### src/rtl/loader_pkg.sv
`default_nettype none
// ============================================================================
//  Module      : loader_pkg
//  Description : Shared constants and FSM state encoding for the program loader.
//  Revision    : 1.0  initial release
// ============================================================================
package loader_pkg;

    localparam int ADDR_W = 4;
    localparam int DATA_W = 8;
    localparam int DEPTH  = 1 << ADDR_W;

    typedef enum logic [2:0] {
        ST_IDLE    = 3'd0,
        ST_HOLD    = 3'd1,
        ST_LOAD    = 3'd2,
        ST_VERIFY  = 3'd3,
        ST_RELEASE = 3'd4
    } state_t;

endpackage
`default_nettype wire

### src/rtl/loader_csum.sv
`default_nettype none
// ============================================================================
//  Module      : loader_csum
//  Description : Clearable modulo-2^DATA_W byte accumulator.
//  Revision    : 1.0  initial release
// ============================================================================
module loader_csum
    import loader_pkg::*;
#(
    parameter int DATA_W = loader_pkg::DATA_W
) (
    input  logic              clk,
    input  logic              rst_n,
    input  logic              i_clr,
    input  logic              i_en,
    input  logic [DATA_W-1:0] i_din,
    output logic [DATA_W-1:0] o_sum
);

    logic [DATA_W-1:0] r_sum;

    // Clear has priority so a new image never inherits the previous total.
    always_ff @(posedge clk or negedge rst_n) begin
        if (!rst_n) begin
            r_sum <= '0;
        end else if (i_clr) begin
            r_sum <= '0;
        end else if (i_en) begin
            r_sum <= r_sum + i_din;
        end
    end

    assign o_sum = r_sum;

endmodule
`default_nettype wire

### src/rtl/prog_loader.sv
`default_nettype none
// ============================================================================
//  Module      : prog_loader
//  Description : Freezes the CPU at step 0, streams an image into program RAM,
//                reads it back to verify the checksum, then restarts the CPU.
//  Revision    : 1.0  initial release
// ============================================================================
module prog_loader
    import loader_pkg::*;
#(
    parameter int ADDR_W = loader_pkg::ADDR_W,
    parameter int DATA_W = loader_pkg::DATA_W
) (
    input  logic              clk,
    input  logic              rst_n,
    input  logic              ld_start,
    input  logic              ld_valid,
    output logic              ld_ready,
    input  logic [DATA_W-1:0] ld_data,
    input  logic              ld_last,
    input  logic [DATA_W-1:0] ld_csum,
    input  logic              cpu_t0,
    output logic              cpu_hold,
    output logic              pc_clr,
    output logic              own_ram,
    output logic [ADDR_W-1:0] ram_addr,
    output logic [DATA_W-1:0] ram_wdata,
    output logic              ram_we,
    output logic              ram_re,
    input  logic [DATA_W-1:0] ram_rdata,
    output logic              busy,
    output logic              done,
    output logic              err
);

    // One extra bit lets the counter reach 2^ADDR_W without wrapping to 0.
    localparam int              CNT_W    = ADDR_W + 1;
    localparam logic [CNT_W-1:0] c_LAST_IDX = CNT_W'((1 << ADDR_W) - 1);

    state_t            r_state;
    logic [CNT_W-1:0]  r_cnt;
    logic [CNT_W-1:0]  r_rd_cnt;
    logic [CNT_W-1:0]  r_n;
    logic [DATA_W-1:0] r_csum;
    logic              r_re_d;
    logic              r_ld_ready;
    logic              r_cpu_hold;
    logic              r_pc_clr;
    logic              r_own_ram;
    logic              r_busy;
    logic              r_done;
    logic              r_err;

    logic              w_beat;
    logic              w_last_beat;
    logic              w_rd_active;
    logic [DATA_W-1:0] w_wr_sum;
    logic [DATA_W-1:0] w_rd_sum;
    logic [DATA_W-1:0] w_rd_final;
    logic              w_mismatch;

    assign w_beat      = (r_state == ST_LOAD) && r_ld_ready && ld_valid;
    assign w_last_beat = w_beat && (ld_last || (r_cnt == c_LAST_IDX));
    assign w_rd_active = (r_state == ST_VERIFY) && (r_rd_cnt != r_n);

    // Write and read strobes are decoded from mutually exclusive states.
    assign ram_we    = w_beat;
    assign ram_re    = w_rd_active;
    assign ram_wdata = w_beat ? ld_data : '0;
    assign ram_addr  = w_beat      ? r_cnt[ADDR_W-1:0]    :
                       w_rd_active ? r_rd_cnt[ADDR_W-1:0] : '0;

    loader_csum #(
        .DATA_W (DATA_W)
    ) u_wr_csum (
        .clk   (clk),
        .rst_n (rst_n),
        .i_clr (r_state == ST_HOLD),
        .i_en  (w_beat),
        .i_din (ld_data),
        .o_sum (w_wr_sum)
    );

    loader_csum #(
        .DATA_W (DATA_W)
    ) u_rd_csum (
        .clk   (clk),
        .rst_n (rst_n),
        .i_clr (r_state == ST_LOAD),
        .i_en  (r_re_d),
        .i_din (ram_rdata),
        .o_sum (w_rd_sum)
    );

    // The last read-back byte arrives in the final VERIFY cycle; fold it in here.
    assign w_rd_final = w_rd_sum + ram_rdata;
    assign w_mismatch = (w_rd_final != r_csum) || (w_wr_sum != r_csum);

    always_ff @(posedge clk or negedge rst_n) begin
        if (!rst_n) begin
            r_state    <= ST_IDLE;
            r_cnt      <= '0;
            r_rd_cnt   <= '0;
            r_n        <= '0;
            r_csum     <= '0;
            r_re_d     <= 1'b0;
            r_ld_ready <= 1'b0;
            r_cpu_hold <= 1'b0;
            r_pc_clr   <= 1'b0;
            r_own_ram  <= 1'b0;
            r_busy     <= 1'b0;
            r_done     <= 1'b0;
            r_err      <= 1'b0;
        end else begin
            r_re_d   <= w_rd_active;
            r_pc_clr <= 1'b0;
            r_done   <= 1'b0;
            case (r_state)
                ST_IDLE: begin
                    if (ld_start) begin
                        r_state    <= ST_HOLD;
                        r_busy     <= 1'b1;
                        r_cpu_hold <= 1'b1;
                        r_err      <= 1'b0;
                    end
                end
                ST_HOLD: begin
                    if (cpu_t0) begin
                        r_state    <= ST_LOAD;
                        r_own_ram  <= 1'b1;
                        r_ld_ready <= 1'b1;
                        r_cnt      <= '0;
                    end
                end
                ST_LOAD: begin
                    if (w_beat) begin
                        r_cnt <= r_cnt + 1'b1;
                        if (w_last_beat) begin
                            r_state    <= ST_VERIFY;
                            r_ld_ready <= 1'b0;
                            r_csum     <= ld_csum;
                            r_n        <= r_cnt + 1'b1;
                            r_rd_cnt   <= '0;
                        end
                    end
                end
                ST_VERIFY: begin
                    if (r_rd_cnt == r_n) begin
                        r_state   <= ST_RELEASE;
                        r_pc_clr  <= 1'b1;
                        r_done    <= 1'b1;
                        r_own_ram <= 1'b0;
                        if (w_mismatch) begin
                            r_err <= 1'b1;
                        end
                    end else begin
                        r_rd_cnt <= r_rd_cnt + 1'b1;
                    end
                end
                ST_RELEASE: begin
                    r_state    <= ST_IDLE;
                    r_cpu_hold <= 1'b0;
                    r_busy     <= 1'b0;
                end
                default: begin
                    r_state <= ST_IDLE;
                end
            endcase
        end
    end

    assign ld_ready = r_ld_ready;
    assign cpu_hold = r_cpu_hold;
    assign pc_clr   = r_pc_clr;
    assign own_ram  = r_own_ram;
    assign busy     = r_busy;
    assign done     = r_done;
    assign err      = r_err;

endmodule
`default_nettype wire
### config.mk
export PLATFORM = sky130hd
export DESIGN_NAME = prog_loader
export DESIGN_NICKNAME = d
export VERILOG_FILES = /design/src/rtl/loader_pkg.sv /design/src/rtl/loader_csum.sv /design/src/rtl/prog_loader.sv
export SDC_FILE = /design/constraint.sdc
export NUM_CORES = 1
export LEC_CHECK = 0
export CAP_MARGIN = 40
export CORE_MARGIN = 2
export CORE_UTILIZATION = 54
export CTS_CLUSTER_DIAMETER = 200
export CTS_CLUSTER_SIZE = 16
export DETAILED_ROUTE_END_ITERATION = 8
export PLACE_DENSITY = 0.8
export SLEW_MARGIN = 20
export SYNTH_ARGS = -nofsm -noshare
export SYNTH_HDL_FRONTEND = slang
export SYNTH_SLANG_ARGS = --single-unit
### constraint.sdc
create_clock -name clk -period 2.4 [get_ports clk]
set_input_delay 0.36 -clock clk [delete_from_list [all_inputs] [get_ports clk]]
set_output_delay 0.36 -clock clk [all_outputs]
set_load 0.03 [all_outputs]
==> implementation parameters, run 1 <==
Parameter                              Value

CTS
  Number of setup buffers added after CTS    0
  Number of hold buffers added after cts    0
  Clock insertion delay at the later pin of the skew report    0.30 ns
  Clock tree from TritonCTS    done
  Clock transition at the registers of the reported paths    0.10 ns
  Cts bufs inserted    5
  Number of clock sinks    48
  Root Buffer Master    sky130_fd_sc_hd__clkbuf_8
  H-tree Lvls    2
  Buffers from clock root to sink, at most    2

STA
  Rel. slew slack    0.616
  Maximum clock skew at final layout    0.00856 ns
  Final hold violations    0
  Final worst path period need    2.28 ns
  Max-slew violation count    0
  Setup repair after global routing missed its margin    no
  Number of setup violations in the final report    0
  Maximum clock frequency    0.439 GHz
  Final worst path period share    0.949
  Setup slack of the critical path after layout    0.123 ns
  Measured slew at the worst slew-check pin    0.575 ns

Finish
  Area occupied by multi-input gates    0.00172 mm²
  Total number of nets in the final design    444
  Fillers    426
  Antenna Diode Count    0
  Sequential cell area    0.00120 mm²
  Share of post-route cells with drive strength above 1    0.134
  Layout Area Growth over Synthesis    22.9%

Critical path
  Data required time at the worst endpoint    2.04 ns
  Worst-path cell with the longest stage delay    sky130_fd_sc_hd__dfrtp_1
  Worst setup SP type    register
  Cell type group with the largest total delay on the critical path    simple AND/OR/NAND/NOR gates
  Crit path cell chain    xor2_1 -> nor3_2 -> nand3_2 -> nand3_2 -> inv_2 -> dlygate4sd2_1
  Type of the setup path with the least slack    register to primary output
  Launching point of the worst reg2reg path    u_rd_csum.o_sum[0]
  Cell count of the worst reg-to-reg path    8
  Largest fanout on the critical path    11
  Destination of the worst register-to-register timing path    err
  CP Buf/Inv Count    2
  Type of element capturing the critical path    primary output
  Cell with the most instances on the worst path    sky130_fd_sc_hd__nand3_2
  Worst stage delay on the critical path    0.42 ns
  Worst-case register-to-register setup slack    0.23 ns
  Data arrival time of the critical path    1.92 ns

Flow run
  # Max-Cap Violations    0

Yosys
  Number of enable flip-flop cells after synthesis    0
  Number of warnings printed during yosys synthesis    0
  Primary flip-flop cell chosen by synthesis mapping    sky130_fd_sc_hd__dfrtp_1
  Net count after synthesis    387
  Cells after Synth    338
  Post-Synthesis Cell Area    0.00307 mm²
  Number of distinct library cells after synthesis    58
  Synth Register Bits    48
  Sequential element share of the synthesized area    0.391
  Share of synthesized flip-flops with an asynchronous set or reset    1.00
  Mean area per synthesized cell    9.09 µm²

Hold path
  Worst min-delay path class    primary input to async pin

Placement
  Quantity of I/O buffers inserted on ports    50
  Weighted congestion at the end of routability-driven global placement    0.957
  Post-detail-place hpwl    5330 µm
  Setup Slack @ Placement    -0.189 ns

Die
  Die outline area    0.00631 mm²
  Horizontal die dimension    79.4 µm
  Starting Density    0.558
  Vert. Die Dim    79.4 µm
  Io pins    51
  Core region area    0.00551 mm²
  Number of rows created at floorplan    27

Drt
  DRC errors left    0
  Number of nets with antenna violations after detailed routing    0
  Vias per std cell    5.59
  Final wirelength    6950 µm
  DR WL/cell    14.9 µm
  Drt pass-1 iters    4
  Drt initial violations    184
  Via count of the routed design    2,615

Pwr
  Leakage power    1.76 nW
  Power density of the placed cells    1180 mW/mm²
  Power share of the clock group    0.136
  Internal    2.48 mW
  Combinational share of power    0.540
  Sequential fraction of design power    0.323
  Net switching fraction of the power    0.442
  Worst IR Drop VDD    0.000504 V
  Switch Pwr    1.96 mW
  Overall power    4.45 mW

Global route
  Gr usage total    0.241
  Largest net degree at the start of global routing    27
  Sum of overflow across all layers after global routing    0
  Number of global-route vias before repair    2,613
  First-pass GRT wire length    12,100 µm
  Antenna violations before repair    0

Status
  Run status    finished, final reports clean
through the flow:
step / std cells / TNS [ns] / hold slack (ns) / util / area, µm²
3_5_place_dp: 460 / -0.226 / 0.386 / 0.665 / 3660
2_1_floorplan: 338 / 0 / 0.0644 / - / 3070
5_1_grt: 468 / 0 / 0.0676 / 0.686 / 3780
6_report: 468 / 0 / 0.0380 / 0.686 / 3780
3_3_place_gp: 460 / -0.165 / 0.376 / 0.665 / 3660
4_1_cts: 468 / 0 / 0.0584 / 0.686 / 3770
logic make-up after synthesis:
logic type      count (synthesis)  share of synthesized area
compound gates                 69                      0.167
buf+inv                        30                     0.0485
simple gates                  138                      0.211
mux                             8                     0.0261
xor+xnor                       26                     0.0741
fa+ha+maj                      19                     0.0823
flops                          48                      0.391
per-layer routing:
metal  track usage  vias up  share of wire  routed length (µm)
met5             0        -              0                   0
met4        0.0759        0          0.011                  77
met3        0.0339        7          0.041                 285
met2         0.408       61           0.49                3400
met1         0.321     1247           0.46                3200
li1              -     1300              -                   -
registers in the layout (all words and copies together) (netlist names):
register / count
r_csum: 8
ld_ready: 1
done: 1
r_n: 5
u_wr_csum.o_sum: 8
r_re_d: 1
r_rd_cnt: 5
u_rd_csum.o_sum: 8
r_state: 3
own_ram: 1
r_cnt: 5
err: 1
busy: 1
cell type report:
class | count | share of cell area
inverters | 14 | 0.0142
repair buffers | 66 | 0.157
multi-input cells | 260 | 0.456
clock buffers | 5 | 0.0182
clock inverters | 3 | 0.0123
flip-flops and latches | 48 | 0.318
well taps | 72 | 0.0239
worst register-to-register path, stage by stage (launching register included):
cell and delay, ns:
sky130_fd_sc_hd__dfrtp_1 0.39, sky130_fd_sc_hd__ha_1 0.21, sky130_fd_sc_hd__fa_1 0.53, sky130_fd_sc_hd__and3_1 0.16
sky130_fd_sc_hd__o32ai_1 0.08, sky130_fd_sc_hd__a221oi_1 0.23, sky130_fd_sc_hd__o2111ai_1 0.15, sky130_fd_sc_hd__nor3_1 0.20
sky130_fd_sc_hd__a31oi_1 0.10
layout by cell type, fill, tap and decap left out, drive strengths merged, types with 2 or more instances in the layout:
cell / Yosys / final
o21a: 4 / 4
a31oi: 2 / 2
inv: 14 / 14
a211oi: 3 / 3
buf: 13 / 30
nand3: 20 / 20
o41a: 2 / 2
fa: 2 / 2
mux2i: 8 / 8
xor2: 12 / 12
a22o: 5 / 5
o2111ai: 2 / 2
nand2b: 2 / 2
clkbuf: 3 / 5
nand2: 51 / 51
clkdlybuf4s50: 0 / 35
nor4: 2 / 2
xnor2: 14 / 14
and2: 8 / 8
o22ai: 2 / 2
a21o: 2 / 2
nand4: 2 / 2
and3: 6 / 6
o41ai: 2 / 2
o21ai: 22 / 22
a211o: 2 / 2
o31ai: 2 / 2
nor3: 6 / 6
nor2: 34 / 34
or3: 3 / 3
dfrtp: 48 / 48
ha: 17 / 17
o32ai: 2 / 2
a21oi: 9 / 9
worst max path at each step:
stage	startpoint	to	slack, ns	cells past startpoint
floorplan	ram_rdata[0]	err	0.32	8
global route	ram_rdata[0]	err	0.003	9
detailed placement	ram_rdata[0]	err	-0.19	9
finish	r_rd_cnt[0]	ram_re	0.12	6
global placement	ram_rdata[0]	err	-0.17	9
CTS	r_rd_cnt[3]	ram_re	0.12	6
cells in the mapped netlist, types with 2 or more instances:
cell type,count,area share
sky130_fd_sc_hd__buf_4,3,0.0073
sky130_fd_sc_hd__nor4_1,2,0.0041
sky130_fd_sc_hd__nand3_1,17,0.028
sky130_fd_sc_hd__a211oi_1,2,0.0049
sky130_fd_sc_hd__nor2_1,34,0.042
sky130_fd_sc_hd__a21o_1,2,0.0049
sky130_fd_sc_hd__a22o_1,5,0.014
sky130_fd_sc_hd__or3_1,3,0.0061
sky130_fd_sc_hd__and3_1,6,0.012
sky130_fd_sc_hd__mux2i_1,8,0.026
sky130_fd_sc_hd__nand2_1,51,0.062
sky130_fd_sc_hd__a21oi_4,2,0.011
sky130_fd_sc_hd__clkbuf_1,3,0.0037
sky130_fd_sc_hd__inv_2,3,0.0037
sky130_fd_sc_hd__a21oi_1,7,0.011
sky130_fd_sc_hd__o31ai_1,2,0.0049
sky130_fd_sc_hd__inv_1,11,0.013
sky130_fd_sc_hd__and2_1,7,0.014
sky130_fd_sc_hd__xor2_1,12,0.034
sky130_fd_sc_hd__ha_1,17,0.069
sky130_fd_sc_hd__buf_6,2,0.0073
sky130_fd_sc_hd__a211o_1,2,0.0057
sky130_fd_sc_hd__dfrtp_1,48,0.39
sky130_fd_sc_hd__o21ai_1,7,0.011
sky130_fd_sc_hd__o41a_1,2,0.0073
sky130_fd_sc_hd__a31oi_1,2,0.0041
sky130_fd_sc_hd__xnor2_1,14,0.040
sky130_fd_sc_hd__nor3_1,5,0.0081
sky130_fd_sc_hd__o21ai_0,14,0.023
sky130_fd_sc_hd__nand4_1,2,0.0041
sky130_fd_sc_hd__o32ai_1,2,0.0057
sky130_fd_sc_hd__buf_2,8,0.013
sky130_fd_sc_hd__nand3_2,3,0.0098
sky130_fd_sc_hd__fa_1,2,0.013
sky130_fd_sc_hd__o2111ai_1,2,0.0057
sky130_fd_sc_hd__o21a_1,4,0.0098
power by group through the flow:
stage               combinational [mW]  sequential [mW]  clock, mW
global route                      2.66             1.48      0.647
finish                            2.40             1.44      0.607
floorplan                         1.73             1.39          0
CTS                               2.40             1.43      0.611
global placement                  2.34             1.42          0
detailed placement                2.40             1.44          0
repair_timing:
item | in CTS | in global routing
cloned | 0 | 0
resized for setup | 1 | 1
setup endpoints to repair | 1 | 2
pin swaps | 0 | 2
Power figures use the tool's default switching activity.
==> inputs of run 2 (changes only) <==
--- a/config.mk
+++ b/config.mk
@@ -5,6 +5,7 @@
 export SDC_FILE = /design/constraint.sdc
 export NUM_CORES = 1
 export LEC_CHECK = 0
+export ABC_CLOCK_PERIOD_IN_PS = 2400
 export CAP_MARGIN = 40
 export CORE_MARGIN = 2
 export CORE_UTILIZATION = 54
==> results of run 2 <==
The final DEF is identical to that of run 1; final timing and power are the same.
==> inputs of run 3 (changes only) <==
--- a/config.mk
+++ b/config.mk
@@ -12,7 +12,7 @@
 export CTS_CLUSTER_DIAMETER = 200
 export CTS_CLUSTER_SIZE = 16
 export DETAILED_ROUTE_END_ITERATION = 8
-export PLACE_DENSITY = 0.8
+export PLACE_DENSITY = 0.81
 export SLEW_MARGIN = 20
 export SYNTH_ARGS = -nofsm -noshare
 export SYNTH_HDL_FRONTEND = slang
==> run 3 against run 2 <==
  * Register-to-register slack lost 0.08 ns
  * Critical path depth grew 1
  * Fmax shrank 0.75%
  * Worst setup slack lost 0.017 ns
  * Sequential power is essentially flat
  * Flip-flop and latch count is the same
  * Die area is the same
  * Final cell count grew 0.21%
  * First-iteration DRC count shrank 21%
  * Clock-buffer cell count grew 1
  * Hold slack gained 0.10 ns
  * Largest cell class unchanged
  * Highest routed layer unchanged
==> implementation parameters, run 3 (synthesized netlist as in run 1, its figures left out) <==
Parameter                              Value

Status
  Run status    finished, final reports clean

STA
  Rel. slew slack    0.501
  Number of setup violations in the final report    0
  Final hold violations    0
  Final worst path period need    2.29 ns
  Maximum clock skew at final layout    0.0116 ns
  Max-slew violation count    0
  Setup repair after global routing missed its margin    no
  Measured slew at the worst slew-check pin    0.749 ns
  Final worst path period share    0.956
  Maximum clock frequency    0.436 GHz
  Worst hold slack across all endpoints    0.140 ns

Drt
  Vias per std cell    5.77
  DRC errors left    0
  Via count of the routed design    2,705
  Number of nets with antenna violations after detailed routing    0
  DR WL/cell    15.5 µm
  Drt pass-1 iters    4
  Drt initial violations    145
  Final wirelength    7280 µm

CTS
  Number of clock sinks    48
  Number of hold buffers added after cts    0
  Root Buffer Master    sky130_fd_sc_hd__clkbuf_8
  Clock transition at the registers of the reported paths    0.10 ns
  Cts bufs inserted    5
  Clock insertion delay at the later pin of the skew report    0.31 ns
  H-tree Lvls    2
  Clock tree from TritonCTS    done
  Buffers from clock root to sink, at most    2

Placement
  Cell total after placement    459
  Weighted congestion at the end of routability-driven global placement    0.912
  Quantity of I/O buffers inserted on ports    50
  Placed instance area    0.00364 mm²
  Post-detail-place hpwl    5230 µm

Critical path
  Largest fanout on the critical path    11
  Worst setup SP type    register
  Data required time at the worst endpoint    2.04 ns
  Worst stage delay on the critical path    0.44 ns
  Worst-path cell with the longest stage delay    sky130_fd_sc_hd__dfrtp_1
  Type of element capturing the critical path    primary output
  Type of the setup path with the least slack    register to primary output
  Crit path cell chain    xor2_1 -> nor3_2 -> nand3_2 -> nand3_2 -> inv_2 -> a22o_1 -> buf_4
  Data arrival time of the critical path    1.93 ns
  Cell with the most instances on the worst path    sky130_fd_sc_hd__nand3_2

Pwr
  Power density of the placed cells    1200 mW/mm²
  Combinational share of power    0.545
  Net switching fraction of the power    0.444
  Leakage power    1.77 nW
  Switch Pwr    2.03 mW
  Power share of the clock group    0.138
  Internal    2.54 mW
  Sequential fraction of design power    0.317
  Worst IR Drop VDD    0.000557 V

Global route
  Antenna violations before repair    0
  Largest net degree at the start of global routing    49
  Number of global-route vias before repair    2,598
  Gr usage total    0.247
  Sum of overflow across all layers after global routing    0
  First-pass GRT wire length    12,300 µm

Die
  Number of rows created at floorplan    27
  Horizontal die dimension    79.4 µm
  Core region area    0.00551 mm²
  Die outline area    0.00631 mm²
  Vert. Die Dim    79.4 µm
  Io pins    51
  Starting Density    0.558

Finish
  Total number of nets in the final design    445
  Non-filler instance count after layout    469
  Leading cell types in the layout, fill and taps excluded    sky130_fd_sc_hd__nand2_1, sky130_fd_sc_hd__dfrtp_1, sky130_fd_sc_hd__nor2_1, sky130_fd_sc_hd__clkdlybuf4s50_1, sky130_fd_sc_hd__buf_4
  Fillers    422
  Most common cell after layout, fill and taps aside    sky130_fd_sc_hd__nand2_1
  Area of all placed cells without fillers    0.00382 mm²
  Sequential cell area    0.00120 mm²
  Antenna Diode Count    0
  Area occupied by multi-input gates    0.00176 mm²
  Layout Area Growth over Synthesis    24.3%
  Share of post-route cells with drive strength above 1    0.151

Flow run
  # Max-Cap Violations    0

Hold path
  Worst min-delay path class    primary input to async pin
run 3: cell count changes in the layout (fill, tap and decap cells not counted), sizes merged:
cell           previous run  this run
buf                      30        31
clkbuf                    5         6
clkdlybuf4s50            35        34
clkinvlp                  1         0
dlymetal6s2s              0         1
run 3: worst max-delay path, delay by kind of cell, from the launching register on:
kind,cells,cell delay [ns]
simple gates,3,0.52
buf+inv,2,0.28
flops,1,0.44
xor+xnor,1,0.18
compound gates,1,0.20
run 3: power groups by stage:
| stage | Combinational, mW | Sequential (mW) | Clock, mW |
|---|---|---|---|
| after CTS | 2.42 | 1.43 | 0.635 |
| after detailed placement | 2.41 | 1.45 | 0 |
| after global placement | 2.35 | 1.43 | 0 |
| after floorplan | 1.73 | 1.39 | 0 |
| final | 2.49 | 1.45 | 0.633 |
| after global routing | 2.76 | 1.50 | 0.666 |
run 3: what timing repair did:
| item | CTS | global route |
|---|---|---|
| resized for setup | 1 | 8 |
| setup endpoints to repair | 1 | 1 |
| setup buffers | 0 | 2 |
| pin swaps | 0 | 5 |
run 3: path summary, 6_finish.rpt:
check                                   startpoint                 end  slack, ns  cells past startpoint
worst max-delay path                   r_rd_cnt[3]         ram_addr[3]       0.11                      7
worst min-delay path                         rst_n           r_csum[1]       0.14                      2
worst max register to register  u_rd_csum.o_sum[0]                 err       0.15                      8
max in group asynchronous                    rst_n         r_rd_cnt[1]       1.86                      2
worst min register to register            r_cnt[4]            r_cnt[4]       0.50                      2
min in group clk                      ram_rdata[0]  u_rd_csum.o_sum[0]       0.48                      4
run 3: stage by stage:
stage	TNS, ns	util	worst slack, ns	total power [mW]
finish	0	0.693	0.105	4.57
global route	0	0.693	0.0171	4.92
CTS	0	0.683	0.0476	4.49
detailed placement	-0.383	0.661	-0.262	3.85
global placement	-0.158	0.661	-0.158	3.77
floorplan	0	-	0.318	3.12
run 3: metal layers:
layer  part of all wire  vias to the layer above  track usage  routed length (µm)
li1                   -                     1300            -                   -
met1               0.44                     1292        0.343                3210
met2               0.49                       97        0.401                3540
met3              0.057                       16       0.0430                 413
met4              0.016                        0       0.0672                 114
met5                  0                        -            0                   0
run 3: layout make-up:
type / instances / share of cell area
Clock buffer: 6 / 0.0216
Clock inverter: 2 / 0.0102
Inverter: 14 / 0.0138
Multi-Input combinational cell: 260 / 0.461
Sequential cell: 48 / 0.315
Tap cell: 72 / 0.0236
Timing Repair Buffer: 67 / 0.155
